### config.mk
export PLATFORM = sky130hd
export DESIGN_NAME = pdm_capture_ctrl_flat
export DESIGN_NICKNAME = d
export VERILOG_FILES = /design/src/rtl/pdm_capture_ctrl_if.sv /design/src/rtl/pdm_capture_ctrl.sv /design/src/flat_wrapper.sv
export SDC_FILE = /design/constraint.sdc
export NUM_CORES = 1
export LEC_CHECK = 0
export ABC_AREA = 1
export BUFFER_PORTS_ARGS = -buffer_cell sky130_fd_sc_hd__buf_2
export CORE_ASPECT_RATIO = 0.75
export CORE_UTILIZATION = 54
export DETAILED_ROUTE_END_ITERATION = 10
export PLACE_DENSITY = 0.76
export SYNTH_ARGS = -nofsm -noshare
export SYNTH_HDL_FRONTEND = slang
export SYNTH_SLANG_ARGS = --single-unit
### constraint.sdc
create_clock -name clk_i -period 2.8 [get_ports clk_i]
set_clock_uncertainty 0.05 [all_clocks]
set_input_delay 0.56 -clock clk_i [delete_from_list [all_inputs] [get_ports clk_i]]
set_output_delay 0.56 -clock clk_i [all_outputs]
set_load 0.02 [all_outputs]
### src/rtl/pdm_capture_ctrl_if.sv
// Window-sum handshake between the PDM capture sequencer and its consumer.
// The master drives the sum and its valid flag; the slave answers with ready.
interface pdm_capture_ctrl_if #(
    parameter int WIN_LOG2 = 7
);
    logic [WIN_LOG2:0] sum_o;
    logic              sum_valid_o;
    logic              sum_ready_i;

    modport master (
        output sum_o,
        output sum_valid_o,
        input  sum_ready_i
    );

    modport slave (
        input  sum_o,
        input  sum_valid_o,
        output sum_ready_i
    );
endinterface

### src/rtl/pdm_capture_ctrl.sv
// PDM microphone sequencer: divides clk_i down to the mic clock, waits out the wake-up time,
// then counts ones over fixed windows and offers each window sum on a valid/ready handshake.
module pdm_capture_ctrl #(
    parameter int HALF_PERIOD = 20,
    parameter int WAKE_CYCLES = 25000,
    parameter int WIN_LOG2    = 7
) (
    input  logic                clk_i,
    input  logic                rst_ni,
    input  logic                en_i,
    input  logic                clr_i,
    output logic                m_clk_o,
    output logic                m_lrsel_o,
    input  logic                m_data_i,
    output logic                sample_o,
    output logic [WIN_LOG2-1:0] peak_o,
    output logic                overrun_o,
    output logic [1:0]          state_o,
    pdm_capture_ctrl_if.master  sum_bus
);

    localparam int DIV_W  = $clog2(HALF_PERIOD);
    localparam int WAKE_W = ($clog2(WAKE_CYCLES) > 0) ? $clog2(WAKE_CYCLES) : 1;

    localparam logic [DIV_W-1:0]    DIV_LAST  = DIV_W'(HALF_PERIOD - 1);
    localparam logic [WAKE_W-1:0]   WAKE_LAST = WAKE_W'(WAKE_CYCLES - 1);
    localparam logic [WIN_LOG2-1:0] CNT_LAST  = '1;
    localparam logic [WIN_LOG2:0]   CENTER    = (WIN_LOG2 + 1)'(2 ** (WIN_LOG2 - 1));

    typedef enum logic [1:0] {
        ST_IDLE = 2'd0,
        ST_WAKE = 2'd1,
        ST_RUN  = 2'd2
    } state_t;

    state_t              r_state;
    logic [DIV_W-1:0]    r_div;
    logic                r_mclk;
    logic [WAKE_W-1:0]   r_wake;
    logic [WIN_LOG2-1:0] r_cnt;
    logic [WIN_LOG2:0]   r_ones;
    logic [WIN_LOG2:0]   r_sum;
    logic                r_valid;
    logic [WIN_LOG2-1:0] r_peak;
    logic                r_overrun;
    logic                r_sample;

    logic              w_div_wrap;
    logic              w_fall;
    logic              w_capture;
    logic              w_last;
    logic              w_done;
    logic              w_xfer;
    logic [WIN_LOG2:0] w_sum;
    logic [WIN_LOG2:0] w_dev;

    // A mic-clock falling edge is the divider wrapping while the clock is high.
    assign w_div_wrap = (r_div == DIV_LAST);
    assign w_fall     = (r_state != ST_IDLE) && en_i && w_div_wrap && r_mclk;
    assign w_capture  = (r_state == ST_RUN) && w_fall;
    assign w_last     = w_capture && (r_cnt == CNT_LAST);
    assign w_done     = w_last && !clr_i;
    assign w_xfer     = r_valid && sum_bus.sum_ready_i;
    assign w_sum      = r_ones + {{WIN_LOG2{1'b0}}, m_data_i};
    assign w_dev      = (w_sum >= CENTER) ? (w_sum - CENTER) : (CENTER - w_sum);

    always_ff @(posedge clk_i or negedge rst_ni) begin
        if (!rst_ni) begin
            r_state   <= ST_IDLE;
            r_div     <= '0;
            r_mclk    <= 1'b0;
            r_wake    <= '0;
            r_cnt     <= '0;
            r_ones    <= '0;
            r_sum     <= '0;
            r_valid   <= 1'b0;
            r_peak    <= '0;
            r_overrun <= 1'b0;
            r_sample  <= 1'b0;
        end else begin
            r_sample <= w_capture;
            if (r_state == ST_IDLE) begin
                r_div  <= '0;
                r_mclk <= 1'b0;
                r_wake <= '0;
                r_cnt  <= '0;
                r_ones <= '0;
                if (en_i)
                    r_state <= ST_WAKE;
            end else if (!en_i) begin
                r_state <= ST_IDLE;
                r_div   <= '0;
                r_mclk  <= 1'b0;
                r_wake  <= '0;
                r_cnt   <= '0;
                r_ones  <= '0;
                r_valid <= 1'b0;
            end else begin
                r_div <= w_div_wrap ? '0 : r_div + DIV_W'(1);
                if (w_div_wrap)
                    r_mclk <= ~r_mclk;

                if (r_state == ST_WAKE && w_fall) begin
                    if (r_wake == WAKE_LAST) begin
                        r_state <= ST_RUN;
                        r_wake  <= '0;
                    end else begin
                        r_wake <= r_wake + WAKE_W'(1);
                    end
                end

                if (clr_i) begin
                    r_cnt  <= '0;
                    r_ones <= '0;
                end else if (w_capture) begin
                    if (w_last) begin
                        r_cnt  <= '0;
                        r_ones <= '0;
                    end else begin
                        r_cnt  <= r_cnt + WIN_LOG2'(1);
                        r_ones <= w_sum;
                    end
                end

                // A finished window is accepted only if the output slot is free or emptying this cycle.
                if (w_done && (!r_valid || w_xfer)) begin
                    r_sum   <= w_sum;
                    r_valid <= 1'b1;
                end else if (w_done) begin
                    r_overrun <= 1'b1;
                end else if (w_xfer) begin
                    r_valid <= 1'b0;
                end

                if (w_done && (w_dev > {1'b0, r_peak}))
                    r_peak <= w_dev[WIN_LOG2-1:0];
            end

            if (clr_i) begin
                r_peak    <= '0;
                r_overrun <= 1'b0;
            end
        end
    end

    assign m_clk_o             = r_mclk;
    assign m_lrsel_o           = 1'b0;
    assign sample_o            = r_sample;
    assign peak_o              = r_peak;
    assign overrun_o           = r_overrun;
    assign state_o             = r_state;
    assign sum_bus.sum_o       = r_sum;
    assign sum_bus.sum_valid_o = r_valid;

endmodule

### src/flat_wrapper.sv
// flat-port wrapper written by rule: the top's interface ports become plain ports
module pdm_capture_ctrl_flat 
#(
    parameter int HALF_PERIOD = 20,
    parameter int WAKE_CYCLES = 25000,
    parameter int WIN_LOG2    = 7
)
  (clk_i, rst_ni, en_i, clr_i, m_clk_o, m_lrsel_o, m_data_i, sample_o, peak_o, overrun_o, state_o, sum_bus_sum_o, sum_bus_sum_valid_o, sum_bus_sum_ready_i);
  pdm_capture_ctrl_if #(.WIN_LOG2(WIN_LOG2)) sum_bus_i ();
  input  logic clk_i;
  input  logic rst_ni;
  input  logic en_i;
  input  logic clr_i;
  output logic m_clk_o;
  output logic m_lrsel_o;
  input  logic m_data_i;
  output logic sample_o;
  output logic [WIN_LOG2-1:0] peak_o;
  output logic overrun_o;
  output logic [1:0] state_o;
  output wire logic [$bits(sum_bus_i.sum_o)-1:0] sum_bus_sum_o;
  output wire logic [$bits(sum_bus_i.sum_valid_o)-1:0] sum_bus_sum_valid_o;
  input wire logic [$bits(sum_bus_i.sum_ready_i)-1:0] sum_bus_sum_ready_i;
  assign sum_bus_sum_o = sum_bus_i.sum_o;
  assign sum_bus_sum_valid_o = sum_bus_i.sum_valid_o;
  assign sum_bus_i.sum_ready_i = sum_bus_sum_ready_i;
  pdm_capture_ctrl #(.HALF_PERIOD(HALF_PERIOD), .WAKE_CYCLES(WAKE_CYCLES), .WIN_LOG2(WIN_LOG2)) u_core (.clk_i(clk_i), .rst_ni(rst_ni), .en_i(en_i), .clr_i(clr_i), .m_clk_o(m_clk_o), .m_lrsel_o(m_lrsel_o), .m_data_i(m_data_i), .sample_o(sample_o), .peak_o(peak_o), .overrun_o(overrun_o), .state_o(state_o), .sum_bus(sum_bus_i));
endmodule
==> metrics.yaml, run 1 <==
die_area_sq_um: 6460
power.density_nw_per_um2: 485
final_layout_size_suffix_gt1_frac: 0.210
cts_hold_buf: 0
die_w_um: 92.5
required_ns: 2.99
worstSkewPairLatency_ns: 0.31
violations: "setup timing"
final_nets: 518
use_met2: 0.359
via_per_inst: 5.33
worstSetupEndpointType: "register"
use_met1: 0.411
avgSynthCellArea_sq_um: 7.48
grt_overflow: 0
numCtsBuffers: 5
busiest_layer: "met1"
most-common-layout-cells: "113 x nand2_1, 58 x inv_1, 54 x dfrtp_1"
ant_nets: 0
final_hold_viol_count: 0
clock_path_buffers: 2
reg2reg_from: "u_core.r_ones[0]$_DFFE_PN0P_"
wire_per_inst_um: 13.8
hpwl_mm: 5.85
status: "complete, but fails checks"
min_period_ns: 2.83
maxCapViolCount: 0
drtIter0Drc: 367
reg2reg_depth: 20
finalWorstSetupSlack_ns: -0.0308
setup_viol: 5
fillers: 521
grt_use_total: 0.258
ioPinCount: 28
tightest_slew_ns: 0.731
period_share: 1.01
cp-startpoint: "u_core.r_ones[0]$_DFFE_PN0P_"
drc: 0
cts_root_buffer: "clkbuf_8"
leakage_uw: 0.00193
first_pass_iters: 5
tritoncts: "built"
worst_slew_margin_rel: 0.513
ys_types: 34
drv_slew: 0
numPortBuffers: 26
max_clock_freq_mhz: 353
postLayoutCellArea_sq_um: 3920
placed_area_sq_um: 3680
total_power_uw: 1900
hold_class: "primary input to async pin"
diodes: 0
tns_ns: -0.0703
path_max_fanout: 4
vias: 3081
gp_congestion: 0.972
cts_max_level: 2
wl_mm: 7.98
grtUsageMet3: 0.0425
peakVddDrop_v: 0.000283
clk_pin_slew_worst_paths_ns: 0.10
arrival_ns: 3.03
grt_pass1_vias: 2755
grt_setup_unrepaired: "true"
antenna_found_initial: 0
synth_seq_area_share: 0.423
area_growth_pct: 18.3
synth_cells: 443
fp.dieH_um: 69.9
critical_path_class: "register to register"
final_common_cell: "nand2_1"
start_util: 0.566
row_count: 24
yosysWarningCount: 0
start_kind: "register"
core_sq_um: 5860
syn_nets: 462
synth_area_sq_um: 3310
ys_seq_elements: 56
grt_first_pass_wirelength_mm: 13.1
cts_sinks: 56
grt_max_degree: 35
==> per-layer routing <==
| metal | wire length [um] | up-vias |
|---|---|---|
| met5 | 0 | - |
| met4 | 80 | 0 |
| met3 | 549 | 11 |
| met2 | 3300 | 106 |
| met1 | 4060 | 1423 |
| li1 | - | 1541 |
==> power by group <==
part | switching [uW] | internal (uW) | leakage (uW) | total [uW]
registers | 34.7 | 844 | 0.000774 | 879
clock network | 255 | 202 | 0.0000445 | 456
logic | 378 | 188 | 0.00111 | 566
==> per-stage QoR <==
| stage | cells | worst slack, ns | hold slack [ns] | util |
|---|---|---|---|---|
| floorplan | 443 | 0.00578 | 0.214 | - |
| global placement | 564 | -0.200 | 0.402 | 0.629 |
| detailed placement | 564 | -0.339 | 0.407 | 0.629 |
| CTS | 574 | 0.00291 | 0.262 | 0.654 |
| global route | 578 | -0.234 | 0.290 | 0.669 |
| finish | 578 | -0.0308 | 0.250 | 0.669 |
==> kinds of logic (layout without fill, tap and decap cells) <==
family,after synthesis,after routing,share of synthesized area
compound gates,47,47,0.0804
xor+xnor,9,9,0.0238
fa+ha+maj,13,13,0.0491
buf+inv,69,125,0.0849
flops,56,56,0.423
other cells,1,1,0.00113
simple gates,248,249,0.338
==> cell type report <==
type	instances	area, sq um	share of cell area
multi-input cells	319	1740	0.443
flip-flops and latches	56	1400	0.358
repair buffers	55	355	0.0906
inverters	62	233	0.0594
well taps	78	97.6	0.0249
clock buffers	7	86.3	0.0220
clock inverters	1	7.51	0.00192
==> worst paths after layout <==
path                                                end  slack, ns
min in group clk_i            u_core.r_div[0]$_DFF_PN0_       0.42
max reg2reg                u_core.peak_o[1]$_DFFE_PN0P_      -0.03
max                        u_core.peak_o[1]$_DFFE_PN0P_      -0.03
min                           u_core.r_div[3]$_DFF_PN0_       0.25
max in group asynchronous     u_core.sample_o$_DFF_PN0_       1.75
min reg2reg                   u_core.r_div[0]$_DFF_PN0_       0.42
==> critical path: stages, from the launching register on <==
cell and delay (ns):
dfrtp_2 0.46, ha_4 0.20, xnor2_4 0.16, ha_2 0.24, buf_6 0.10, xor2_1 0.12
nand2_1 0.06, o21ai_1 0.07, inv_1 0.09, ha_1 0.28, nand2_1 0.06, nor2_2 0.12
nand2_1 0.06, nand3_1 0.06, nand2_1 0.05, nand2_1 0.07, nand2_1 0.06, nand2_2 0.12
buf_4 0.15, nand3_1 0.08, nand2_1 0.09
==> cells in the mapped netlist, drive strengths merged <==
library cell,instances,share of area
o21ai,30,0.052
or2,1,0.0019
conb,1,0.0011
nor3,11,0.022
clkbuf,3,0.0034
nor2b,1,0.0019
buf,4,0.011
nor2,38,0.049
nand2,127,0.15
inv,61,0.069
o221ai,1,0.0026
nor4,1,0.0019
and3,1,0.0019
ha,13,0.049
xnor2,3,0.0079
nand4,13,0.025
a21oi,14,0.021
dfrtp,56,0.42
o31ai,1,0.0023
xor2,6,0.016
nand3,55,0.085
clkinv,1,0.0011
o21bai,1,0.0023
==> flip-flops by register name, indices dropped and copies added, names as in the netlist <==
register / cells
u_core.sample_o: 1
u_core.overrun_o: 1
u_core.r_wake: 15
u_core.r_ones: 8
u_core.r_div: 5
u_core.sum_bus.sum_valid_o: 1
u_core.state_o: 2
u_core.sum_bus.sum_o: 8
u_core.r_cnt: 7
u_core.m_clk_o: 1
u_core.peak_o: 7
==> repair_timing <==
action	CTS	global route
gates cloned	1	0
resized for setup	7	18
setup endpoints to repair	7	7
setup buffers	1	4
pin swaps	2	11
(Power assumes the default switching activity.)
==> inputs of run 2 (changes only) <==
REMOVE_ABC_BUFFERS = 1   (was not set)
==> metrics.yaml, run 2 (synthesized netlist as in run 1, its figures left out) <==
grt_use_total: 0.261
top_register: "u_core.r_wake"
tns_ns: 0
start_util: 0.566
reg2reg_setup_slack_ns: 0.004
arrival_ns: 3.01
area_growth_pct: 19.2
cts_hold_buf: 0
most-common-layout-cells: "110 x nand2_1, 58 x inv_1, 54 x dfrtp_1"
grt_first_pass_wirelength_mm: 13.2
drc: 0
drv_slew: 0
wire_per_inst_um: 13.8
numPortBuffers: 26
worstSkewPairLatency_ns: 0.31
die_w_um: 92.5
ant_nets: 0
power.density_nw_per_um2: 500
worstSetupEndpointType: "register"
first_pass_iters: 5
worst_slew_margin_rel: 0.415
peakVddDrop_v: 0.000220
diodes: 0
tightest_slew_ns: 0.877
final_hold_viol_count: 0
max_clock_freq_mhz: 358
reg2reg_from: "u_core.r_ones[0]$_DFFE_PN0P_"
gp_congestion: 1.02
tritoncts: "built"
status: "completed"
placed_area_sq_um: 3670
fin_hold_ws_ns: 0.300
clock_path_buffers: 2
fp.dieH_um: 69.9
row_count: 24
final_nets: 518
setup_viol: 0
final_layout_size_suffix_gt1_frac: 0.218
required_ns: 3.01
vias: 3111
reg2reg_to: "u_core.peak_o[6]$_DFFE_PN0P_"
leakage_uw: 0.00198
grt_pass1_vias: 2784
grt_setup_unrepaired: "true"
numCtsBuffers: 5
largest_reg_flops: 15
maxCapViolCount: 0
min_period_ns: 2.80
cts_max_level: 2
hpwl_mm: 5.77
clk_pin_slew_worst_paths_ns: 0.10
start_kind: "register"
drtIter0Drc: 338
core_sq_um: 5860
grt_max_degree: 40
hold_class: "primary input to async pin"
cts_sinks: 56
dp_slack_ns: -0.290
antenna_found_initial: 0
postLayoutCellArea_sq_um: 3950
final_common_cell: "nand2_1"
path_max_fanout: 8
grt_overflow: 0
period_share: 0.998
wl_mm: 8.00
ioPinCount: 28
cts_root_buffer: "clkbuf_8"
reg2reg_depth: 22
critical_path_class: "register to register"
via_per_inst: 5.38
die_area_sq_um: 6460
finalWorstSetupSlack_ns: 0.00434
-- run 2: what timing repair did --
item | in CTS | in global routing
pin swaps | 2 | 19
gates resized for setup | 3 | 29
setup buffers | 1 | 5
endpoints found under the setup margin | 7 | 7
-- run 2: through the flow --
step	util	power (uW)	instances
2_1_floorplan	-	1210	436
3_3_place_gp	0.627	1380	564
3_5_place_dp	0.627	1390	564
4_1_cts	0.649	1930	573
5_1_grt	0.675	2080	578
6_report	0.675	1970	578
-- run 2: power breakdown --
group	internal [uW]	leakage, uW	switching [uW]	total [uW]
clock	265	0.0000541	277	542
sequential	844	0.000774	33.3	878
combinational	179	0.00115	374	554
-- run 2: area by class of cell --
type	count	area, sq um
multi-input combinational	318	1740
clock inverter	3	42.5
timing repair buffer	56	363
sequential	56	1400
clock buffer	5	68.8
fill	511	1910
inverter	62	233
tap	78	97.6
-- run 2: critical path, stage by stage (launching register included) --
cell,delay (ns)
dfrtp_2,0.45
ha_4,0.19
nand2_4,0.06
nor2_4,0.14
nand2_2,0.08
nand2_1,0.08
nand2_2,0.08
nor2_4,0.20
nand2_1,0.08
o21ai_1,0.08
inv_1,0.08
ha_1,0.27
nand2_1,0.06
nor2_2,0.13
nand2_1,0.06
nand3_1,0.06
nand2_1,0.06
nand2_1,0.06
nand2_1,0.06
nand2_2,0.11
buf_6,0.13
nand4_1,0.09
nand2_1,0.08
-- run 2: worst max path at each step --
| stage | startpoint | endpoint | slack [ns] | cells after the start |
|---|---|---|---|---|
| floorplan | m_data_i | u_core.peak_o[3]$_DFFE_PN0P_ | -0.11 | 20 |
| finish | u_core.r_ones[0]$_DFFE_PN0P_ | u_core.peak_o[6]$_DFFE_PN0P_ | 0.004 | 22 |
| CTS | u_core.r_ones[0]$_DFFE_PN0P_ | u_core.peak_o[4]$_DFFE_PN0P_ | 0.02 | 22 |
| detailed placement | m_data_i | u_core.peak_o[4]$_DFFE_PN0P_ | -0.29 | 23 |
| global route | u_core.r_ones[0]$_DFFE_PN0P_ | u_core.peak_o[2]$_DFFE_PN0P_ | -0.18 | 22 |
| global placement | m_data_i | u_core.peak_o[4]$_DFFE_PN0P_ | -0.20 | 23 |
-- run 2: metal layers --
metal  GRT usage  vias to the layer above  share of wire
met5           0                        -              0
met4      0.0972                        0          0.015
met3      0.0468                       13          0.058
met2       0.348                      104           0.41
met1       0.414                     1452           0.51
li1            -                     1542              -
